## config.mk

```make
export PLATFORM = sky130hd
export DESIGN_NAME = nibble_packer_flat
export DESIGN_NICKNAME = d
export VERILOG_FILES = /design/src/rtl/nibble_packer_if.sv /design/src/rtl/nibble_packer.sv /design/src/flat_wrapper.sv
export SDC_FILE = /design/constraint.sdc
export NUM_CORES = 1
export LEC_CHECK = 0
export CAP_MARGIN = 20
export CORE_UTILIZATION = 25
export DETAILED_ROUTE_END_ITERATION = 7
export GPL_TIMING_DRIVEN = 1
export MAX_ROUTING_LAYER = met4
export PLACE_DENSITY_LB_ADDON = 0.25
export SLEW_MARGIN = 10
export SYNTH_ARGS = -nofsm -noshare
export SYNTH_HDL_FRONTEND = slang
export SYNTH_SLANG_ARGS = --single-unit
```

## constraint.sdc

```tcl
create_clock -name CLK -period 3.6 [get_ports CLK]
set_clock_uncertainty 0.2 [all_clocks]
set_input_delay 0.54 -clock CLK [delete_from_list [all_inputs] [get_ports CLK]]
set_output_delay 0.54 -clock CLK [all_outputs]
set_load 0.02 [all_outputs]
```

## src/rtl/nibble_packer_if.sv

```systemverilog
// nibble_packer_if: handshake/bus bundle for nibble_packer.
//   Upstream side : IN_NIBBLE/IN_VALID/FLUSH in, IN_READY back.
//   Downstream    : NIBBLES/OUT_VALID out, OUT_READY back.
//   Status        : FIFO_FULL, WORD_COUNT.
// master = the environment driving the packer, slave = the packer itself.
interface nibble_packer_if;
  logic [3:0]  IN_NIBBLE;
  logic        IN_VALID;
  logic        FLUSH;
  logic        IN_READY;
  logic [15:0] NIBBLES;
  logic        OUT_VALID;
  logic        OUT_READY;
  logic        FIFO_FULL;
  logic [7:0]  WORD_COUNT;

  modport master (
    output IN_NIBBLE, IN_VALID, FLUSH, OUT_READY,
    input  IN_READY, NIBBLES, OUT_VALID, FIFO_FULL, WORD_COUNT
  );

  modport slave (
    input  IN_NIBBLE, IN_VALID, FLUSH, OUT_READY,
    output IN_READY, NIBBLES, OUT_VALID, FIFO_FULL, WORD_COUNT
  );
endinterface

```

## src/rtl/nibble_packer.sv

```systemverilog
// nibble_packer: packs a serial nibble stream, four at a time, into 16-bit
// words (first nibble in the low lane) and queues them in a show-ahead FIFO
// whose head drives NIBBLES for the downstream nibble-maximum stage.
// FLUSH closes a partial word with zero upper lanes.
//   CLK, RESET_L : clock, async active-low reset
//   bus (slave)  : IN_NIBBLE/IN_VALID/FLUSH/IN_READY upstream,
//                  NIBBLES/OUT_VALID/OUT_READY downstream,
//                  FIFO_FULL, WORD_COUNT (words pushed since reset, wraps)
module nibble_packer #(
  parameter int FIFO_DEPTH = 4,
  parameter int ADDR_W     = 2
) (
  input  logic           CLK,
  input  logic           RESET_L,
  nibble_packer_if.slave bus
);
  typedef enum logic [1:0] {FILL0, FILL1, FILL2, FILL3} fill_e;

  localparam logic [ADDR_W:0]   DEPTH_C = (ADDR_W+1)'(FIFO_DEPTH);
  localparam logic [ADDR_W:0]   CNT_ONE = (ADDR_W+1)'(1);
  localparam logic [ADDR_W-1:0] PTR_ONE = ADDR_W'(1);

  fill_e             idx;
  logic [3:0][3:0]   asm_q, asm_nxt;
  logic [15:0]       mem [FIFO_DEPTH];
  logic [ADDR_W-1:0] wr_ptr, rd_ptr;
  logic [ADDR_W:0]   count;
  logic [7:0]        word_cnt;
  logic              full, empty, in_rdy, acc_nib, acc_fl, push, pop;

  always_comb begin
    full    = (count == DEPTH_C);
    empty   = (count == '0);
    in_rdy  = RESET_L & ~full;
    acc_nib = bus.IN_VALID & in_rdy;
    acc_fl  = bus.FLUSH & in_rdy;
    // Lanes above idx are always zero (cleared on every push), so the
    // merged word is already zero-padded when a flush closes it early.
    asm_nxt = asm_q;
    if (acc_nib) asm_nxt[idx] = bus.IN_NIBBLE;
    // A flush closes the word only if it holds at least one nibble after
    // this cycle's acceptance; a completing nibble plus flush is one push.
    push    = (acc_nib && idx == FILL3) ||
              (acc_fl && (acc_nib || idx != FILL0));
    pop     = ~empty & bus.OUT_READY;
  end

  always_ff @(posedge CLK or negedge RESET_L) begin
    if (!RESET_L) begin
      idx      <= FILL0;
      asm_q    <= '0;
      wr_ptr   <= '0;
      rd_ptr   <= '0;
      count    <= '0;
      word_cnt <= '0;
    end else begin
      if (push) begin
        idx      <= FILL0;
        asm_q    <= '0;
        wr_ptr   <= wr_ptr + PTR_ONE;
        word_cnt <= word_cnt + 8'd1;
      end else if (acc_nib) begin
        idx   <= fill_e'(idx + 2'd1);
        asm_q <= asm_nxt;
      end
      if (pop) rd_ptr <= rd_ptr + PTR_ONE;
      case ({push, pop})
        2'b10:   count <= count + CNT_ONE;
        2'b01:   count <= count - CNT_ONE;
        default: ;
      endcase
    end
  end

  // Storage needs no reset: it is only observed through a non-empty count.
  always_ff @(posedge CLK) begin
    if (push) mem[wr_ptr] <= asm_nxt;
  end

  assign bus.IN_READY   = in_rdy;
  assign bus.NIBBLES    = empty ? 16'h0 : mem[rd_ptr];
  assign bus.OUT_VALID  = ~empty;
  assign bus.FIFO_FULL  = full;
  assign bus.WORD_COUNT = word_cnt;
endmodule

```

## src/flat_wrapper.sv

```systemverilog
// flat-port wrapper written by rule: the top's interface ports become plain ports
module nibble_packer_flat 
#(
  parameter int FIFO_DEPTH = 4,
  parameter int ADDR_W     = 2
)
  (CLK, RESET_L, bus_IN_NIBBLE, bus_IN_VALID, bus_FLUSH, bus_OUT_READY, bus_IN_READY, bus_NIBBLES, bus_OUT_VALID, bus_FIFO_FULL, bus_WORD_COUNT);
  nibble_packer_if bus_i ();
  input  logic CLK;
  input  logic RESET_L;
  input wire logic [$bits(bus_i.IN_NIBBLE)-1:0] bus_IN_NIBBLE;
  input wire logic [$bits(bus_i.IN_VALID)-1:0] bus_IN_VALID;
  input wire logic [$bits(bus_i.FLUSH)-1:0] bus_FLUSH;
  input wire logic [$bits(bus_i.OUT_READY)-1:0] bus_OUT_READY;
  output wire logic [$bits(bus_i.IN_READY)-1:0] bus_IN_READY;
  output wire logic [$bits(bus_i.NIBBLES)-1:0] bus_NIBBLES;
  output wire logic [$bits(bus_i.OUT_VALID)-1:0] bus_OUT_VALID;
  output wire logic [$bits(bus_i.FIFO_FULL)-1:0] bus_FIFO_FULL;
  output wire logic [$bits(bus_i.WORD_COUNT)-1:0] bus_WORD_COUNT;
  assign bus_i.IN_NIBBLE = bus_IN_NIBBLE;
  assign bus_i.IN_VALID = bus_IN_VALID;
  assign bus_i.FLUSH = bus_FLUSH;
  assign bus_i.OUT_READY = bus_OUT_READY;
  assign bus_IN_READY = bus_i.IN_READY;
  assign bus_NIBBLES = bus_i.NIBBLES;
  assign bus_OUT_VALID = bus_i.OUT_VALID;
  assign bus_FIFO_FULL = bus_i.FIFO_FULL;
  assign bus_WORD_COUNT = bus_i.WORD_COUNT;
  nibble_packer #(.FIFO_DEPTH(FIFO_DEPTH), .ADDR_W(ADDR_W)) u_core (.CLK(CLK), .RESET_L(RESET_L), .bus(bus_i));
endmodule
```

# ---- Word level (Yosys, flattened, before mapping)
# Memory sizes are Yosys's and may differ from the RTL's.
# Index checks and enable logic that the tools add are counted.
dict set report totals {
  latch_bits 0
  ramBits 64
  regBits 33
  rom_bits 0
  inputBits 9
  output_inout_bits 27
  memories 1
  elab_cells 49
}
dict set report classes {
  eq_ne 4
  order_cmp 2
  multipliers 0
  div_mod_pow 0
  n_bitwise 6
  n_shift 0
  n_addsub 6
  n_reduce_logical 9
  n_mux 12
}
# name depth word_bits read_ports rd_ports_with_merged_regs write_ports line_no
set memory_table {}
lappend memory_table {u_core.mem 4 16 1 0 1 nibble_packer.sv:25} ;# logic [15:0] mem [FIFO_DEPTH];
# cell n
set op_table {}
lappend op_table {{$mux W16} 4}
lappend op_table {{$bwmux W16} 1}
lappend op_table {{$add A8 B1 Y8 const B} 1}
lappend op_table {{$demux W4 S2} 1}
lappend op_table {{$add A2 B1 Y2 const B} 3}
lappend op_table {{$pmux W3 S2} 1}
lappend op_table {{$reduce_bool A2 Y1} 3}
lappend op_table {{$and A1 B1 Y1} 4}
lappend op_table {{$eq A2 B2 Y1 const B} 2}
lappend op_table {{$mux W2} 2}
lappend op_table {{$mux W4} 1}
lappend op_table {{$add A3 B1 Y3 const B} 1}
lappend op_table {{$eq A3 B3 Y1 const B} 1}
lappend op_table {{$logic_and A1 B1 Y1} 3}
lappend op_table {{$logic_not A3 Y1} 1}
lappend op_table {{$lt A2 B3 Y1 const B} 1}
lappend op_table {{$sub A3 B1 Y3 const B} 1}
lappend op_table {{$eq A2 B1 Y1 const B} 1}
lappend op_table {{$ge A2 B1 Y1 const B} 1}
lappend op_table {{$logic_or A1 B1 Y1} 2}
lappend op_table {{$mux W1} 2}
lappend op_table {{$not A1 Y1} 2}

# ---- Logic depth before layout (Yosys ltp)
# Gate-level depths: netlist of the first run.
dict set report depth {
  word_depth 9
  mapped_depth 11
  ltp_nobuf 11
}

# ---- Worst setup path before layout of the first run
# Ideal clock, no wire load.
dict set report synth_path {
  path_kind {register to register}
  start {reg u_core.idx[0]}
  end {reg u_core.count[2]}
  slack_ns 1.059
  arrival_ns 2.262
  setup_ns 0.079
  period_less_slack_ns 2.541
  path_stages_with_launch 12
  n_path_buf 0
  required_ns 3.321
  path_cell_list {dfrtp_1 > inv_1 > ha_1 > and2b_2 > o211a_1 > inv_2 > ha_1 > inv_1 > fa_1 > xor2_1 > nor2_1 > xor2_1}
}
dict set report synth_between {
  elab_chain_len 6
  elab_cells_between_ends 10
  cone_classes {eq/ne: 3; mux: 1; reduce/logical: 6}
}
# element line_no
set synth_lines {}
lappend synth_lines {{from (decl)} nibble_packer.sv:23} ;# fill_e idx;
lappend synth_lines {{from (signal assigned)} nibble_packer.sv:63} ;# idx <= fill_e'(idx + 2'd1);
lappend synth_lines {{$reduce_bool A2 Y1} nibble_packer.sv:44} ;# (acc_fl && (acc_nib || idx != FILL0));
lappend synth_lines {{$logic_or A1 B1 Y1} nibble_packer.sv:44}
lappend synth_lines {{$logic_and A1 B1 Y1} nibble_packer.sv:44}
lappend synth_lines {{$logic_or A1 B1 Y1 *} nibble_packer.sv:43} ;# push = (acc_nib && idx == FILL3) ||
lappend synth_lines {{$eq A2 B1 Y1 / $eq A2 B2 Y1 (equally long branches)} nibble_packer.sv:67} ;# case ({push, pop})
lappend synth_lines {{$pmux W3 S2 / $reduce_bool A2 Y1 (equally long branches)} --}
lappend synth_lines {{to (signal assigned)} nibble_packer.sv:68} ;# 2'b10: count <= count + CNT_ONE;
lappend synth_lines {{to (signal assigned)} nibble_packer.sv:69} ;# 2'b01: count <= count - CNT_ONE;
lappend synth_lines {{to (decl)} nibble_packer.sv:27} ;# logic [ADDR_W:0] count;
# Mark *: on every way between the ends. The rest lies on a longest branch, timed or not.
# A chain may end at the register's enable or synchronous reset.

# ---- Worst setup path after layout of the first run
dict set report layout_path {
  start {reg u_core.rd_ptr[0]}
  end {out bus_NIBBLES[15]}
}
dict set report layout_between {
  elab_chain_len 2
}
# element line_no
set layout_lines {}
lappend layout_lines {{from (decl)} nibble_packer.sv:26} ;# logic [ADDR_W-1:0] wr_ptr, rd_ptr;
lappend layout_lines {{from (signal assigned)} nibble_packer.sv:66} ;# if (pop) rd_ptr <= rd_ptr + PTR_ONE;
lappend layout_lines {{$mem_v2 Z4 W16} --}
lappend layout_lines {{$mux W16} nibble_packer.sv:81} ;# assign bus.NIBBLES = empty ? 16'h0 : mem[rd_ptr];
lappend layout_lines {{to (decl)} flat_wrapper.sv:16} ;# output wire logic [$bits(bus_i.NIBBLES)-1:0] bus_NIBBLES;
# No other way between the ends.

==> results_dict.tcl, run 1 <==
set metrics [dict create \
    status "completed" \
    min_period_ps 3000 \
    cts_setup_buffers 0 \
    clockRootBuffer "clkbuf_16" \
    drive_above_1_share_pct 21.1 \
    hold_viol 0 \
    route.vias.total 2222 \
    critical_path_arrival_ps 2260 \
    synth_area_leader_cell "edfxtp_1" \
    die_h_um 131 \
    insertion_delay_ps 340 \
    grt_max_degree 23 \
    multi_input_area_um2 1330 \
    slew_viol_final 0 \
    crit_fanout 12 \
    synth-seq-cells 97 \
    finalSetupViolCount 0 \
    cts_resized 0 \
    worst_pin_slew_ps 556 \
    finalNetCount 319 \
    yosys.area.top_type_share_pct 46.3 \
    cts.path.max_buffers 2 \
    peakVddDrop_v 0.000334 \
    htree_levels 3 \
    holdWs_ps 266 \
    fmaxAchievable_mhz 334 \
    drt_wl_total_um 8640 \
    cts_sinks 97 \
    seq_area_frac_synth_pct 66.2 \
    grt_pass1_vias 2267 \
    pre_cts_ws_ps 609 \
    max_slew_margin_pct 62.6 \
    synth_top_family_by_area "multiplexers" \
    yosys.area_share.simple_pct 7.95 \
    dr.pass1.iters 4 \
    worstSetupPathType "flip-flop to output port" \
    path_clk_slew_ps 60 \
    seqCellArea_um2 2750 \
    slowest_stage "mux4_2" \
    p_leak_nw 1.93 \
    synth_compound_area_share_pct 4.52 \
    fp.dieArea_um2 17100 \
    setup-tns-final_ps 0 \
    cts_buffers 9 \
    crit_buf_inv 2 \
    grt-ovfl-total 0 \
    cp-start-kind "flip-flop" \
    max_cap_violations 0 \
    start_util_pct 25.9 \
    cpPeakStageDelay_ps 570 \
    port_buffers 35 \
    diodes 0 \
    wl_per_cell_um 16.6 \
    drt_iter0_drc 141 \
    end_kind "output port" \
    syn_to_final_growth_pct 23.1 \
    grt_usage_pct 11.4 \
    rsz0062_at_grt "no" \
    drtAntennaViolNets 0 \
    synth.area.top_cells "edfxtp_1 46%, dfrtp_1 20%, mux4_2 8.7%, mux2_2 4.3%, and2_1 3.8%" \
    fill_cells 1585 \
    timing.final.crit_share_pct 83.2 \
    viasPerCell 4.27 \
    drc 0 \
    synth-xor-area-share_pct 2.95 \
    power_density_nw_per_um2 807 \
    syn_area_um2 4150 \
    required_ps 2860 \
    dp.final_hpwl_um 5580 \
    synth.net_count 271 \
    crit_family "buffers and inverters" \
    ys_warn_count 0 \
    cts_tree "built" \
    total_power_w 0.00413 \
    core_area_um2 16100 \
    rows 46 \
    fin_ws_ps 603 \
    synthDistinctLibCells 33 \
    syn_inst 251 \
    muxShareOfSynthArea_pct 13.0 \
    chipWidth_um 131 \
    crit_chain "buf_4 -> mux4_2 -> and2_1 -> clkdlybuf4s50_1" \
    hp-class "flip-flop to flip-flop" \
    synthAdderAreaFrac_pct 3.50 \
    io_pins 36 \
    antenna_found_initial 0 \
    grt_pass1_wl_um 13500 \
    cts_hold_buffers 0 \
    place.gp.congestion 0.738 \
    avgSynthCellArea_um2 16.5 \
]
[kinds of logic after synthesis]
| logic type | after synthesis |
|---|---|
| flops | 97 |
| simple gates | 56 |
| mux | 32 |
| compound gates | 24 |
| buf+inv | 17 |
| xor+xnor | 14 |
| fa+ha+maj | 11 |
[synthesized netlist by cell type]
cell and instances:
nor2_1 3, nand4_1 2, and2_1 25, mux4_2 16
buf_4 1, fa_1 1, and2_2 1, and3_1 1
buf_2 3, clkbuf_1 3, inv_1 8, o21ai_0 6
o21a_1 2, nor3_1 2, nand2_1 13, and4_1 1
dfrtp_1 33, or3b_1 1, mux2_2 16, buf_6 1
and3_4 3, xnor2_1 9, edfxtp_1 64, a22o_1 12
ha_1 10, and2b_2 1, a32o_1 1, o211a_1 1
xor2_1 5, nand3_1 2, or3_2 1, o31a_1 2
inv_2 1
[where the power goes]
part	internal (W)	total (W)	switching (W)	leakage, nW
logic	0.000783	0.00158	0.000800	0.752
registers	0.00145	0.00159	0.000133	1.03
clock network	0.000543	0.000957	0.000415	0.147
[per-stage QoR]
stage | area (um2) | instances | util [%]
after floorplan | 4150 | 251 | -
after global placement | 4820 | 504 | 30.0
after detailed placement | 4820 | 504 | 30.0
after CTS | 5110 | 520 | 31.8
after global routing | 5110 | 520 | 31.8
final | 5110 | 520 | 31.8
[layout make-up]
class	count	area share [%]
Tap cell	216	5.29
Inverter	9	0.661
Multi-Input combinational cell	137	25.9
Timing Repair Buffer	45	8.57
Clock buffer	10	4.48
Sequential cell	97	53.8
Clock inverter	6	1.30
[metal layers]
layer	routed length [um]	vias to the layer above	global-route usage (%)
met2	4140	51	17.0
met1	4020	1121	15.1
met4	122	0	4.26
met5	0	-	-
met3	352	9	2.48
li1	-	1041	-
[final timing paths]
| kind | startpoint | cells past startpoint | endpoint | slack, ps |
|---|---|---|---|---|
| setup / recovery | u_core.rd_ptr[0]$_DFFE_PN0P_ | 4 | bus_NIBBLES[15] | 600 |
| hold / removal | u_core.bus.WORD_COUNT[7]$_DFFE_PN0P_ | 1 | u_core.bus.WORD_COUNT[7]$_DFFE_PN0P_ | 270 |
| setup reg to reg | u_core.idx[0]$_DFFE_PN0P_ | 11 | u_core.count[2]$_DFFE_PN0P_ | 870 |
| hold reg to reg | u_core.bus.WORD_COUNT[7]$_DFFE_PN0P_ | 1 | u_core.bus.WORD_COUNT[7]$_DFFE_PN0P_ | 270 |
| max in group asynchronous | RESET_L | 2 | u_core.count[0]$_DFFE_PN0P_ | 2440 |
| min in group asynchronous | RESET_L | 2 | u_core.asm_q[0]$_DFFE_PN0P_ | 470 |
[state kept, by name (all words and copies together) (netlist names)]
signal	cells
u_core.mem	64
u_core.idx	2
u_core.asm_q	16
u_core.wr_ptr	2
u_core.rd_ptr	2
u_core.bus.WORD_COUNT	8
u_core.count	3
[placed cells by master (no fill, tap or decap)]
| cell type | n |
|---|---|
| mux2_2 | 16 |
| nor2_1 | 3 |
| and3_1 | 1 |
| xnor2_1 | 9 |
| o21ai_0 | 6 |
| inv_2 | 1 |
| and3_4 | 3 |
| buf_4 | 9 |
| o211a_1 | 1 |
| inv_1 | 8 |
| clkinv_4 | 1 |
| fa_1 | 1 |
| a32o_1 | 1 |
| nand4_1 | 2 |
| clkinv_2 | 2 |
| nand2_1 | 13 |
| and2_1 | 25 |
| buf_12 | 1 |
| ha_1 | 10 |
| nor3_1 | 2 |
| a22o_1 | 12 |
| clkbuf_1 | 1 |
| or3_2 | 1 |
| or3b_1 | 1 |
| and2_2 | 1 |
| and2b_2 | 1 |
| dfrtp_1 | 33 |
| mux4_2 | 16 |
| bufinv_16 | 1 |
| o31a_1 | 2 |
| and4_1 | 1 |
| xor2_1 | 5 |
| clkbuf_16 | 9 |
| edfxtp_1 | 64 |
| clkdlybuf4s50_1 | 35 |
| inv_6 | 2 |
| nand3_1 | 2 |
| o21a_1 | 2 |
Note: power is estimated with default switching activity, not from simulation.
==> run 2: changes to the inputs <==
==> constraint.sdc (replaced) <==
create_clock -name CLK -period 3 [get_ports CLK]
set_clock_uncertainty 0.2 [all_clocks]
set_input_delay 0.45 -clock CLK [delete_from_list [all_inputs] [get_ports CLK]]
set_output_delay 0.45 -clock CLK [all_outputs]
set_load 0.02 [all_outputs]
==> results_dict.tcl, run 2 (synthesis results as in run 1) <==
set metrics [dict create \
    finalSetupViolCount 0 \
    dpl.cell_count 508 \
    port_buffers 35 \
    io_pins 36 \
    htree_levels 3 \
    fmaxAchievable_mhz 349 \
    finalNetCount 323 \
    rows 46 \
    peakVddDrop_v 0.000372 \
    dr.pass1.iters 4 \
    end_kind "output port" \
    max_slew_margin_pct 65.1 \
    layout_commonest_cell "edfxtp_1" \
    start_util_pct 25.9 \
    chipWidth_um 131 \
    min_period_ps 2860 \
    insertion_delay_ps 340 \
    hp-class "flip-flop to flip-flop" \
    cp-start-kind "flip-flop" \
    required_ps 2350 \
    timing.final.crit_share_pct 95.4 \
    diodes 0 \
    max_flop_register "u_core.mem" \
    viasPerCell 4.29 \
    grt_max_degree 30 \
    cts_sinks 97 \
    cts_buffers 9 \
    crit_fanout 18 \
    core_area_um2 16100 \
    total_power_w 0.00503 \
    fp.dieArea_um2 17100 \
    critical_path_arrival_ps 2210 \
    rsz0062_at_grt "no" \
    drt_wl_total_um 8630 \
    dp.final_hpwl_um 5700 \
    worstSetupPathType "flip-flop to output port" \
    layout.cells.non_filler 524 \
    drtAntennaViolNets 0 \
    drc 0 \
    setup-tns-final_ps 0 \
    route.vias.total 2250 \
    cts.path.max_buffers 2 \
    grt_usage_pct 11.4 \
    layout_common_cells "64 x edfxtp_1, 35 x clkdlybuf4s50_1, 33 x dfrtp_1" \
    slew_viol_final 0 \
    wl_per_cell_um 16.5 \
    holdPathStages 1 \
    cts_hold_buffers 0 \
    status "completed" \
    final_util_pct 32.1 \
    grt_pass1_wl_um 13500 \
    path_clk_slew_ps 70 \
    grt_pass1_vias 2313 \
    clockRootBuffer "clkbuf_16" \
    drt_iter0_drc 114 \
    cts_resized 0 \
    drive_above_1_share_pct 22.4 \
    cts_setup_buffers 0 \
    place.gp.congestion 0.753 \
    largest_register_ffs 64 \
    power_density_nw_per_um2 975 \
    r2r_cells 11 \
    max_cap_violations 0 \
    syn_to_final_growth_pct 24.1 \
    cts_tree "built" \
    die_h_um 131 \
    antenna_found_initial 0 \
    grt-ovfl-total 0 \
    worst_pin_slew_ps 518 \
    p_leak_nw 1.95 \
    hold_viol 0 \
]
==> run 2: path summary, 6_finish.rpt <==
| kind | slack, ps | start | end |
|---|---|---|---|
| min in group asynchronous | 340 | RESET_L | u_core.asm_q[1]$_DFFE_PN0P_ |
| worst max-delay path | 140 | u_core.count[1]$_DFFE_PN0P_ | bus_NIBBLES[1] |
| max in group asynchronous | 1840 | RESET_L | u_core.idx[0]$_DFFE_PN0P_ |
| worst min-delay path | 270 | u_core.bus.WORD_COUNT[7]$_DFFE_PN0P_ | u_core.bus.WORD_COUNT[7]$_DFFE_PN0P_ |
| worst max register to register | 380 | u_core.idx[0]$_DFFE_PN0P_ | u_core.count[2]$_DFFE_PN0P_ |
| worst min register to register | 270 | u_core.bus.WORD_COUNT[7]$_DFFE_PN0P_ | u_core.bus.WORD_COUNT[7]$_DFFE_PN0P_ |
==> run 2: power breakdown <==
part	total [W]	leakage, nW	switching, W	internal (W)
registers	0.00189	1.03	0.000147	0.00174
clock network	0.00120	0.157	0.000526	0.000672
logic	0.00194	0.769	0.000985	0.000954
==> run 2: area by class of cell <==
| type | instances | area [um2] |
|---|---|---|
| fillers | 1565 | 10900 |
| well taps | 216 | 270 |
| clock inverters | 7 | 95.1 |
| flip-flops and latches | 97 | 2750 |
| clock buffers | 9 | 225 |
| multi-input cells | 137 | 1330 |
| repair buffers | 49 | 455 |
| inverters | 9 | 33.8 |
==> run 2: through the flow <==
step / setup slack [ps] / hold slack [ps] / area (um2)
6_report: 137 / 269 / 5150
4_1_cts: 76.3 / 275 / 5150
3_5_place_dp: 194 / 256 / 4830
5_1_grt: 22.0 / 291 / 5150
3_3_place_gp: 265 / 261 / 4830
2_1_floorplan: 459 / -45.6 / 4150
==> run 2: metal layers <==
layer	up-vias	part of all wire (%)	GRT usage [%]
li1	1042	-	-
met5	-	0	-
met1	1147	46	13.8
met4	0	0.95	3.25
met3	10	4.0	3.14
met2	51	49	18.6
==> run 2: worst max-delay path: stages (launching register included) <==
cell             delay [ps]
dfrtp_1                 400
or3_2                   700
and2_1                  230
clkdlybuf4s50_1         540
